[src/rtl/fp16_div_iter_if.sv]
// fp16_div_iter_if
// Handshake and operand bundle for the iterative fp16 divider.
//   start_59       requester -> divider : start request, sampled while idle
//   numA59         requester -> divider : dividend (fp16)
//   numB59         requester -> divider : divisor (fp16)
//   busy_59        divider -> requester : operation in progress
//   done_59        divider -> requester : one-cycle completion pulse
//   Div_result_59  divider -> requester : quotient, held until next done
interface fp16_div_iter_if;
  logic        start_59;
  logic [15:0] numA59;
  logic [15:0] numB59;
  logic        busy_59;
  logic        done_59;
  logic [15:0] Div_result_59;

  modport master (
    output start_59, numA59, numB59,
    input  busy_59, done_59, Div_result_59
  );

  modport slave (
    input  start_59, numA59, numB59,
    output busy_59, done_59, Div_result_59
  );
endinterface

[src/rtl/fp16_div_iter.sv]
// fp16_div_iter
// Iterative IEEE-754 half-precision divider using restoring division, one
// quotient bit per clock. Truncating, flush-to-zero, fixed 14-edge latency.
//   clk_59    : rising-edge clock
//   reset_59  : synchronous active-high reset
//   bus       : fp16_div_iter_if.slave (start/operands in, busy/done/result out)
module fp16_div_iter (
  input  logic          clk_59,
  input  logic          reset_59,
  fp16_div_iter_if.slave bus
);

  typedef enum logic [1:0] {
    IDLE = 2'd0,
    DIV  = 2'd1,
    NORM = 2'd2,
    DONE = 2'd3
  } state_t;

  state_t      state, state_next;
  logic        busy, busy_next;
  logic        done, done_next;
  logic [15:0] result, result_next;
  logic [12:0] rem, rem_next;
  logic [11:0] quot, quot_next;
  logic [3:0]  cnt, cnt_next;
  logic        sign, sign_next;
  logic [4:0]  exp_a, exp_a_next;
  logic [4:0]  exp_b, exp_b_next;
  logic [10:0] man_b, man_b_next;
  logic        special, special_next;
  logic [15:0] special_res, special_res_next;
  logic [15:0] norm_res, norm_res_next;

  // Operand classification, only meaningful on the accepting edge.
  logic        in_sign;
  logic        nan_a, nan_b, inf_a, inf_b, zero_a, zero_b;
  logic [12:0] trial;
  logic        trial_ok;
  logic signed [6:0] exp_q;
  logic [9:0]  mant_q;

  assign in_sign = bus.numA59[15] ^ bus.numB59[15];
  assign nan_a   = (bus.numA59[14:10] == 5'h1F) && (bus.numA59[9:0] != 10'h0);
  assign nan_b   = (bus.numB59[14:10] == 5'h1F) && (bus.numB59[9:0] != 10'h0);
  assign inf_a   = (bus.numA59[14:10] == 5'h1F) && (bus.numA59[9:0] == 10'h0);
  assign inf_b   = (bus.numB59[14:10] == 5'h1F) && (bus.numB59[9:0] == 10'h0);
  assign zero_a  = (bus.numA59[14:10] == 5'h00);
  assign zero_b  = (bus.numB59[14:10] == 5'h00);

  // rem always stays below 2*mB, so a 13-bit difference never wraps when
  // the comparison says the subtraction is allowed.
  assign trial    = rem - {2'b00, man_b};
  assign trial_ok = (rem >= {2'b00, man_b});

  // A quotient of two [1,2) significands lies in (0.5,2): either q[11] or
  // q[10] is the leading one, which selects the exponent bias adjustment.
  assign exp_q  = $signed({2'b00, exp_a}) - $signed({2'b00, exp_b})
                  + (quot[11] ? 7'sd15 : 7'sd14);
  assign mant_q = quot[11] ? quot[10:1] : quot[9:0];

  assign bus.busy_59       = busy;
  assign bus.done_59       = done;
  assign bus.Div_result_59 = result;

  // Next-state and datapath: every register holds unless its state updates it.
  always_comb begin
    state_next       = state;
    busy_next        = busy;
    done_next        = 1'b0;
    result_next      = result;
    rem_next         = rem;
    quot_next        = quot;
    cnt_next         = cnt;
    sign_next        = sign;
    exp_a_next       = exp_a;
    exp_b_next       = exp_b;
    man_b_next       = man_b;
    special_next     = special;
    special_res_next = special_res;
    norm_res_next    = norm_res;

    case (state)
      IDLE: begin
        if (bus.start_59) begin
          busy_next    = 1'b1;
          sign_next    = in_sign;
          exp_a_next   = bus.numA59[14:10];
          exp_b_next   = bus.numB59[14:10];
          man_b_next   = {1'b1, bus.numB59[9:0]};
          rem_next     = {2'b01, bus.numA59[9:0]};
          quot_next    = 12'h000;
          cnt_next     = 4'd11;
          special_next = 1'b1;
          // Special results are fixed here; the datapath still runs so
          // latency does not depend on the operands.
          if (nan_a || nan_b || (inf_a && inf_b) || (zero_a && zero_b)) begin
            special_res_next = 16'h7E00;
          end else if (zero_a) begin
            special_res_next = 16'h0000;
          end else if (zero_b || inf_a) begin
            special_res_next = {in_sign, 5'h1F, 10'h000};
          end else if (inf_b) begin
            special_res_next = 16'h0000;
          end else begin
            special_next     = 1'b0;
            special_res_next = 16'h0000;
          end
          state_next = DIV;
        end
      end

      DIV: begin
        if (trial_ok) begin
          rem_next  = {trial[11:0], 1'b0};
          quot_next = {quot[10:0], 1'b1};
        end else begin
          rem_next  = {rem[11:0], 1'b0};
          quot_next = {quot[10:0], 1'b0};
        end
        cnt_next = cnt - 4'd1;
        if (cnt == 4'd0) begin
          state_next = NORM;
        end
      end

      NORM: begin
        if (special) begin
          norm_res_next = special_res;
        end else if (exp_q >= 7'sd31) begin
          norm_res_next = {sign, 5'h1F, 10'h000};
        end else if (exp_q <= 7'sd0) begin
          norm_res_next = 16'h0000;
        end else begin
          norm_res_next = {sign, exp_q[4:0], mant_q};
        end
        state_next = DONE;
      end

      DONE: begin
        result_next = norm_res;
        done_next   = 1'b1;
        busy_next   = 1'b0;
        state_next  = IDLE;
      end

      default: begin
        state_next = IDLE;
        busy_next  = 1'b0;
      end
    endcase
  end

  // State register; reset aborts any operation and clears the datapath.
  always_ff @(posedge clk_59) begin
    if (reset_59) begin
      state       <= IDLE;
      busy        <= 1'b0;
      done        <= 1'b0;
      result      <= 16'h0000;
      rem         <= 13'h0000;
      quot        <= 12'h000;
      cnt         <= 4'd0;
      sign        <= 1'b0;
      exp_a       <= 5'h00;
      exp_b       <= 5'h00;
      man_b       <= 11'h000;
      special     <= 1'b0;
      special_res <= 16'h0000;
      norm_res    <= 16'h0000;
    end else begin
      state       <= state_next;
      busy        <= busy_next;
      done        <= done_next;
      result      <= result_next;
      rem         <= rem_next;
      quot        <= quot_next;
      cnt         <= cnt_next;
      sign        <= sign_next;
      exp_a       <= exp_a_next;
      exp_b       <= exp_b_next;
      man_b       <= man_b_next;
      special     <= special_next;
      special_res <= special_res_next;
      norm_res    <= norm_res_next;
    end
  end

endmodule

[src/flat_wrapper.sv]
// flat-port wrapper written by rule: the top's interface ports become plain ports
module fp16_div_iter_flat 
  (clk_59, reset_59, bus_start_59, bus_numA59, bus_numB59, bus_busy_59, bus_done_59, bus_Div_result_59);
  fp16_div_iter_if bus_i ();
  input  logic clk_59;
  input  logic reset_59;
  input wire logic [$bits(bus_i.start_59)-1:0] bus_start_59;
  input wire logic [$bits(bus_i.numA59)-1:0] bus_numA59;
  input wire logic [$bits(bus_i.numB59)-1:0] bus_numB59;
  output wire logic [$bits(bus_i.busy_59)-1:0] bus_busy_59;
  output wire logic [$bits(bus_i.done_59)-1:0] bus_done_59;
  output wire logic [$bits(bus_i.Div_result_59)-1:0] bus_Div_result_59;
  assign bus_i.start_59 = bus_start_59;
  assign bus_i.numA59 = bus_numA59;
  assign bus_i.numB59 = bus_numB59;
  assign bus_busy_59 = bus_i.busy_59;
  assign bus_done_59 = bus_i.done_59;
  assign bus_Div_result_59 = bus_i.Div_result_59;
  fp16_div_iter u_core (.clk_59(clk_59), .reset_59(reset_59), .bus(bus_i));
endmodule
[config.mk]
export PLATFORM = sky130hd
export DESIGN_NAME = fp16_div_iter_flat
export DESIGN_NICKNAME = d
export VERILOG_FILES = /design/src/rtl/fp16_div_iter_if.sv /design/src/rtl/fp16_div_iter.sv /design/src/flat_wrapper.sv
export SDC_FILE = /design/constraint.sdc
export NUM_CORES = 1
export LEC_CHECK = 0
export ABC_AREA = 1
export CAP_MARGIN = 20
export CORE_MARGIN = 2
export CORE_UTILIZATION = 51
export DETAILED_ROUTE_END_ITERATION = 16
export PLACE_DENSITY_LB_ADDON = 0.08
export SYNTH_ARGS = -nofsm -noshare
export SYNTH_HDL_FRONTEND = slang
export SYNTH_SLANG_ARGS = --single-unit
[constraint.sdc]
create_clock -name clk_59 -period 2.4 [get_ports clk_59]
set_input_delay 0.48 -clock clk_59 [delete_from_list [all_inputs] [get_ports clk_59]]
set_output_delay 0.48 -clock clk_59 [all_outputs]
set_load 0.01 [all_outputs]
==> results of run 1 <==
per-layer routing:
metal | wire length [um] | up-vias | track usage
met3 | 318 | 15 | 0.0270
met2 | 5640 | 73 | 0.427
met1 | 5550 | 2127 | 0.315
met5 | 0 | - | 0
li1 | - | 2403 | -
met4 | 180 | 0 | 0.0864
layout by cell type, fill, tap and decap left out, drive strengths merged, types with 4 or more instances in the layout:
master / instances
nor3: 8
nand2: 131
nand3b: 9
xnor2: 4
clkdlybuf4s50: 52
buf: 29
xor2: 4
nand3: 51
a31oi: 5
inv: 77
a21oi: 96
nor2: 71
clkbuf: 10
o211ai: 4
o21ai: 71
dfxtp: 91
ha: 24
through the flow:
stage	util	instance area, sq um	setup slack (ns)
2_1_floorplan	-	4780	0.0137
3_3_place_gp	0.600	5490	-0.104
3_5_place_dp	0.600	5490	-0.127
4_1_cts	0.632	5780	-0.0123
5_1_grt	0.637	5830	-0.179
6_report	0.637	5830	-0.0412
power groups by stage:
stage | combinational, W | sequential, W | clock, W
2_1_floorplan | 0.00335 | 0.00209 | 0
5_1_grt | 0.00564 | 0.00214 | 0.00121
6_report | 0.00501 | 0.00209 | 0.00114
4_1_cts | 0.00484 | 0.00209 | 0.00117
3_5_place_dp | 0.00449 | 0.00212 | 0
3_3_place_gp | 0.00438 | 0.00211 | 0
state kept, by name, indices dropped and copies added, names as in the netlist, 3 cells and up:
register / count
u_core.exp_b: 5
u_core.quot: 12
u_core.cnt: 4
u_core.norm_res: 16
u_core.rem: 13
u_core.special_res: 3
u_core.bus.Div_result_59: 16
u_core.exp_a: 5
u_core.man_b: 11
area by class of cell:
class | instances | area (sq um) | share of cell area
Multi-Input combinational cell | 493 | 2630 | 0.450
Sequential cell | 91 | 1820 | 0.312
Timing Repair Buffer | 81 | 742 | 0.127
Inverter | 76 | 285 | 0.0489
Tap cell | 111 | 139 | 0.0238
Clock buffer | 10 | 138 | 0.0236
Clock inverter | 6 | 80.1 | 0.0137
repair_timing:
item / CTS / global route
endpoints found under the setup margin: 25 / 21
setup buffers: 4 / 3
hold buffers: 0 / 0
gates resized for setup: 9 / 10
gates cloned: 1 / 0
endpoints found under the hold margin: 0 / 0
pin swaps: 10 / 11
cell families (layout without fill, tap and decap cells):
logic type	after synthesis	count (layout)
AND/OR/NAND/NOR	275	276
AO/OA/AOI/OAI	183	183
buffers and inverters	105	173
flip-flops	91	91
adder cells (fa/ha/maj)	26	26
XOR/XNOR	8	8
final timing paths:
path	startpoint	to	depth (start not counted)
worst min register to register	u_core.exp_b[4]$_SDFFE_PP0P_	u_core.exp_b[4]$_SDFFE_PP0P_	2
worst min-delay path	u_core.exp_b[4]$_SDFFE_PP0P_	u_core.exp_b[4]$_SDFFE_PP0P_	2
worst max register to register	u_core.exp_a[0]$_SDFFE_PP0P_	u_core.norm_res[0]$_SDFFE_PP0P_	15
worst max-delay path	u_core.exp_a[0]$_SDFFE_PP0P_	u_core.norm_res[0]$_SDFFE_PP0P_	15
worst min-delay path: cells and delay by family (launching register included):
| kind | cells | cell delay (ns) |
|---|---|---|
| buffers and inverters | 1 | 0.06 |
| flip-flops | 1 | 0.31 |
| AO/OA/AOI/OAI | 1 | 0.05 |
==> results.md, run 1 <==
- Layout area overhead: 22.0%
- Post-synthesis compound-gate area fraction: 0.203
- Leak: 2.45 nW
- Slew HR: 0.498
- Most common cell in the netlist: nand2_1
- Top cells by area, synth: dfxtp_1 38%, nand2_1 10%, a21oi_1 9.8%
- Pin count of the biggest net entering global routing: 38
- RSZ-0062 raised after global routing: true
- Layout fillers: 850
- Reg2reg setup slack: -0.04 ns
- WL final: 11700 um
- Sw Ratio: 0.470
- Post-synthesis mux area share: 0
- Share of post-route cells with drive strength above 1: 0.0978
- Vias in the first global route: 4441
- Antenna viol nets, final: 0
- Flop pwr share: 0.254
- DR DRC count: 0
- Pins Over Slew Limit: 0
- Cells after synthesis: 688
- Final Non-Filler Cells: 868
- Critical Path RT: 2.72 ns
- Setup Skew: 0.0147 ns
- Seq cells post-synth: 91
- WP buf/inv: 3
- Die Width: between 100 and 150 um
- Final setup margin: -0.0412 ns
- Top Ports: 53
- CTS Root Cell: clkbuf_8
- Worst Hold Class: reg2reg
- Total Routing Usage GR: 0.245
- Gr ovfl total: 0
- Synth Area in Adders: 0.0712
- Endpoints failing setup: 9
- Area leader, netlist: dfxtp_1
- Vias per cell: 5.32
- Number of buffers created by CTS: 9
- Setup TNS: -0.154 ns
- Pwr Density: 1410 nW/um^2
- CTS tree: yes
- Skew-Pair Late Insertion Delay: 0.37 ns
- Antenna violations before repair: 0
- Slowest stage delay, CP: 0.51 ns
- Die area: 10200 sq um
- Initial core utilization: 0.522
- Die H: 101 um
- Crit path DAT: approximately 2.8 ns
- Mapped cell area: approximately 4800 sq um
- Maximum VDD drop: around 670 uV
- Via Count: 4618
- Clock Sinks: 91
- Avg Inst Size Synth: 6.95 sq um
- Critical-path maximum fanout: 5
- H-Tree Depth: 3
- Final net count: 813
- Crit start category: flop
- Leading post-synthesis cells by instance count: 127 x nand2_1, 94 x a21oi_1, 91 x dfxtp_1, 73 x inv_1
- Worst-Margin Slew: 0.753 ns
- CP dominant cell by count: nand2_2
- Simple-gate area share of the yosys netlist: 0.246
- First-pass GRT wire length: 20000 um
- Slowest cell on crit path: fa_1
- Unique masters post-synth: 34
- DP Cell Count: about 840
- DRT Pass-1 Iters: 4
- Ys Warns: 0
- Nature of the critical path endpoint: flop
- Largest family of logic cells by synthesized area: simple AND/OR/NAND/NOR gates
- Top_reg_cell synth: dfxtp_1
- Clock-pin slew on the worst setup and hold paths: 0.10 ns
- Status: finished with violations
- GP Congestion: 0.841
- Syn_nets: about 750
- Share of Yosys cell area claimed by the top area cell type: 0.381
- Initial drt markers: 204
- Clk pwr share: 0.138
- Failing checks: setup timing
- Fin crit period: roughly 2.4 ns
- Core ar.: 9150 sq um
- FMAX: 410 MHz
- Period utilisation layout: 1.02
- CP Cell Sequence: inv_1, ha_2, fa_1, buf_4, nand2_2, a21oi_2, nand3_2, nand2_1, nand2_1, nand2_2, o21ai_4, buf_6, nor2_4, nand2_2, a21oi_2
- Clock buffer depth: 2
- CP Class: reg2reg
- DR WL/cell: 13.5 um
- Diodes inserted: 0
- Comb pwr share: 0.608
- Async SR Flop Fraction: 0
- Hold Fails Final Rpt: 0
- PortBufs: 52
- XOR/XNOR share of the synthesized area: 0.0147
- Max Cap Viol: 0
- WHS: 0.461 ns
- Int Power: 0.00437 W
- Psw: roughly 0.0039 W
- Site Rows: 35
- Number of enable flip-flop cells after synthesis: 0
- Power Total: 0.00825 W
- DP HPWL: 8360 um
- Critical path's top delay family: simple AND/OR/NAND/NOR gates
- Seq/Total Area, Yosys: 0.381
Note: power is estimated with default switching activity, not from simulation.
==> run 2, diff against run 1 <==
CELL_PAD_IN_SITES_DETAIL_PLACEMENT = 1   (was unset)
CELL_PAD_IN_SITES_GLOBAL_PLACEMENT = 1   (was unset)
CORE_UTILIZATION = 37   (was 51)
CTS_CLUSTER_DIAMETER = 30   (was unset)
==> run 2 against run 1 <==
Against the previous run:
- the flow still finishes with violations (setup timing)
- clock skew down 0.0079 ns
- sequential power about the same
- critical path type unchanged
- routed wire length up 21%
- combinational power up 4.0%
- non-clock buffer count down 7
- critical path depth down 3
- first-iteration DRC count up 9.3%
- core utilization down 16 points
- maximum frequency down 0.94%
- cell count up 6.1%
- critical endpoint is now u_core.norm_res[13]$_SDFFE_PP0P_
- power up 9.2%
- worst hold slack better by 0.0045 ns
- largest cell class unchanged
==> results.md, run 2 (same netlist as run 1, synthesis figures left out) <==
- Crit start category: flop
- Core ar.: 12600 sq um (+38%)
- Pins Over Slew Limit: 0 (unchanged)
- Layout fillers: 1596 (+88%)
- Slowest cell on crit path: fa_2
- WP buf/inv: 1 (-2)
- Reg2reg start: u_core.exp_a[0]$_SDFFE_PP0P_
- Die area: 13800 sq um (+36%)
- CTS tree: yes
- Final setup margin: -0.0645 ns (-0.0233 ns)
- Clock-pin slew on the worst setup and hold paths: 0.07 ns (-0.03 ns)
- Reg2reg setup slack: -0.06 ns (-0.02 ns)
- Pwr Density: 1490 nW/um^2 (+5.1%)
- Slowest stage delay, CP: 0.54 ns (+0.03 ns)
- Hold Fails Final Rpt: 0 (unchanged)
- Critical path startpoint: u_core.exp_a[0]$_SDFFE_PP0P_
- Antenna viol nets, final: 0 (unchanged)
- Worst-Margin Slew: 0.827 ns (+0.0741 ns)
- Setup WS pre-CTS: -0.118 ns (+0.00921 ns)
- Nature of the critical path endpoint: flop
- Crit path DAT: 2.74 ns (-0.02 ns)
- Endpoints failing setup: 7 (-2)
- CTS Root Cell: clkbuf_16
- CP Class: reg2reg
- PortBufs: 52 (unchanged)
- Most common cell after layout, fill and taps aside: nand2_1
- Clock Sinks: 91 (unchanged)
- Site Rows: 41 (+17%)
- Pin count of the biggest net entering global routing: 43 (+13%)
- Die H: 118 um (+17%)
- Worst Hold Class: reg2reg
- DR DRC count: 0 (unchanged)
- Status: finished with violations
- Share of post-route cells with drive strength above 1: 0.105 (+0.00772)
- DP HPWL: 9940 um (+19%)
- Final Non-Filler Cells: 921 (+6.1%)
- Clock buffer depth: 2 (unchanged)
- Fin crit period: 2.46 ns (+0.0233 ns)
- Critical-path maximum fanout: 4 (-1)
- Max Cap Viol: 0 (unchanged)
- Hold Path Cell Cnt: 2 (unchanged)
- Finished Cell Area: 6060 sq um (+3.9%)
- Vias per cell: 5.11 (-4.0%)
- WL final: 14200 um (+21%)
- Setup TNS: -0.140 ns (+0.0140 ns)
- Hold Path Sink: u_core.man_b[6]$_SDFFE_PP0P_
- RSZ-0062 raised after global routing: true
- DP Cell Count: 902 (+6.9%)
- Multi-input combinational cell area: 2670 sq um (+1.5%)
- Leak: 2.48 nW (+1.6%)
- Number of buffers created by CTS: 9 (unchanged)
- DR WL/cell: 15.4 um (+14%)
- CP Cell Sequence: inv_2, ha_4, fa_2, ha_2, or2_4, nor2_4, nand3_2, o21ai_4, nand2_2, nand2_2, nand3_2, a21oi_2
- Min-delay src: u_core.man_b[6]$_SDFFE_PP0P_
- Maximum VDD drop: 910 uV (+36%)
- Setup Skew: 0.00684 ns (-0.00786 ns)
- Vias in the first global route: 4804 (+8.2%)
- Worst r2r path cells: 12 (-3)
- Top Ports: 53 (unchanged)
- Dpl cell area: 5560 sq um (+1.2%)
- Failing checks: setup timing
- Die Width: 118 um (+17%)
- Gr ovfl total: 0 (unchanged)
- FMAX: 406 MHz (-0.94%)
- First-pass GRT wire length: 23400 um (+17%)
- Worst r2r dst: u_core.norm_res[13]$_SDFFE_PP0P_
- Layout area overhead: 26.7%
- Most frequent cells in the layout: 120 x nand2_1, 89 x dfxtp_1, 87 x a21oi_1, 71 x inv_1
- Skew-Pair Late Insertion Delay: 0.35 ns (-0.02 ns)
- GP Congestion: 0.802 (-4.7%)
- Hold_buf cts: 0 (unchanged)
- Slew HR: 0.448 (-0.0495)
- H-Tree Depth: 3 (unchanged)
- Period utilisation layout: 1.03 (+0.00970)
- Initial drt markers: 223 (+9.3%)
- Diodes inserted: 0 (unchanged)
- Total Routing Usage GR: 0.208 (-0.0373)
- DRT Pass-1 Iters: 4 (unchanged)
- Antenna violations before repair: 0 (unchanged)
- Critical Path RT: 2.68 ns (-0.04 ns)
- Critical path's top delay family: adder cells
- FF/Latch Area: 1820 sq um (+0.14%)
- Initial core utilization: 0.379 (-0.144)
- Final net count: 805 (-0.98%)
- Via Count: 4703 (+1.8%)
-- run 2: cell types whose count changed in the layout (fill, tap and decap cells not counted), moves of 5 or more --
| cell | change |
|---|---|
| a21oi_1 | -5 |
| clkbuf_16 | +9 |
| clkbuf_8 | -9 |
| a21oi_2 | +5 |
| buf_4 | -8 |
-- run 2: worst max path at each step --
stage / endpoint / slack (ns) / cells after the start
floorplan: u_core.norm_res[11]$_SDFFE_PP0P_ / 0.01 / 12
global placement: u_core.norm_res[13]$_SDFFE_PP0P_ / -0.05 / 12
detailed placement: u_core.norm_res[10]$_SDFFE_PP0P_ / -0.12 / 12
CTS: u_core.norm_res[0]$_SDFFE_PP0P_ / -0.008 / 15
global route: u_core.norm_res[13]$_SDFFE_PP0P_ / -0.18 / 12
finish: u_core.norm_res[13]$_SDFFE_PP0P_ / -0.06 / 12
-- run 2: what timing repair did --
item	CTS	global route
buffers inserted	1	2
gates resized for setup	7	26
pin swaps	10	11
endpoints found under the setup margin	14	33
-- run 2: layout make-up --
class                      count  share of cell area
inverter                      76              0.0471
multi-input combinational    492               0.440
clock inverter                 6              0.0196
sequential                    91               0.301
clock buffer                  10              0.0394
tap                          172              0.0355
timing repair buffer          74               0.117
-- run 2: worst min-delay path, cell delays in order, from the launching register on --
cell and delay (ns):
dfxtp_1 0.30, inv_1 0.07, a21oi_1 0.06
-- run 2: power breakdown --
group	total [W]	internal (W)	switching, W
sequential	0.00210	0.00188	0.000220
combinational	0.00521	0.00197	0.00325
clock	0.00170	0.00106	0.000639
-- run 2: metal layers --
layer  vias up  track usage  routed length [um]
met5         -            0                   0
met4         0       0.0745                 199
met3        13       0.0315                 325
li1       2376            -                   -
met2        47        0.358                6980
met1      2267        0.264                6670
-- run 2: stage by stage --
| step | hold slack [ns] | utilization | total power [W] |
|---|---|---|---|
| 6_report | 0.466 | 0.480 | 0.00901 |
| 5_1_grt | 0.482 | 0.480 | 0.00976 |
| 4_1_cts | 0.465 | 0.472 | 0.00876 |
| 3_5_place_dp | 0.457 | 0.440 | 0.00680 |
| 3_3_place_gp | 0.453 | 0.440 | 0.00665 |
| 2_1_floorplan | 0.429 | - | 0.00544 |
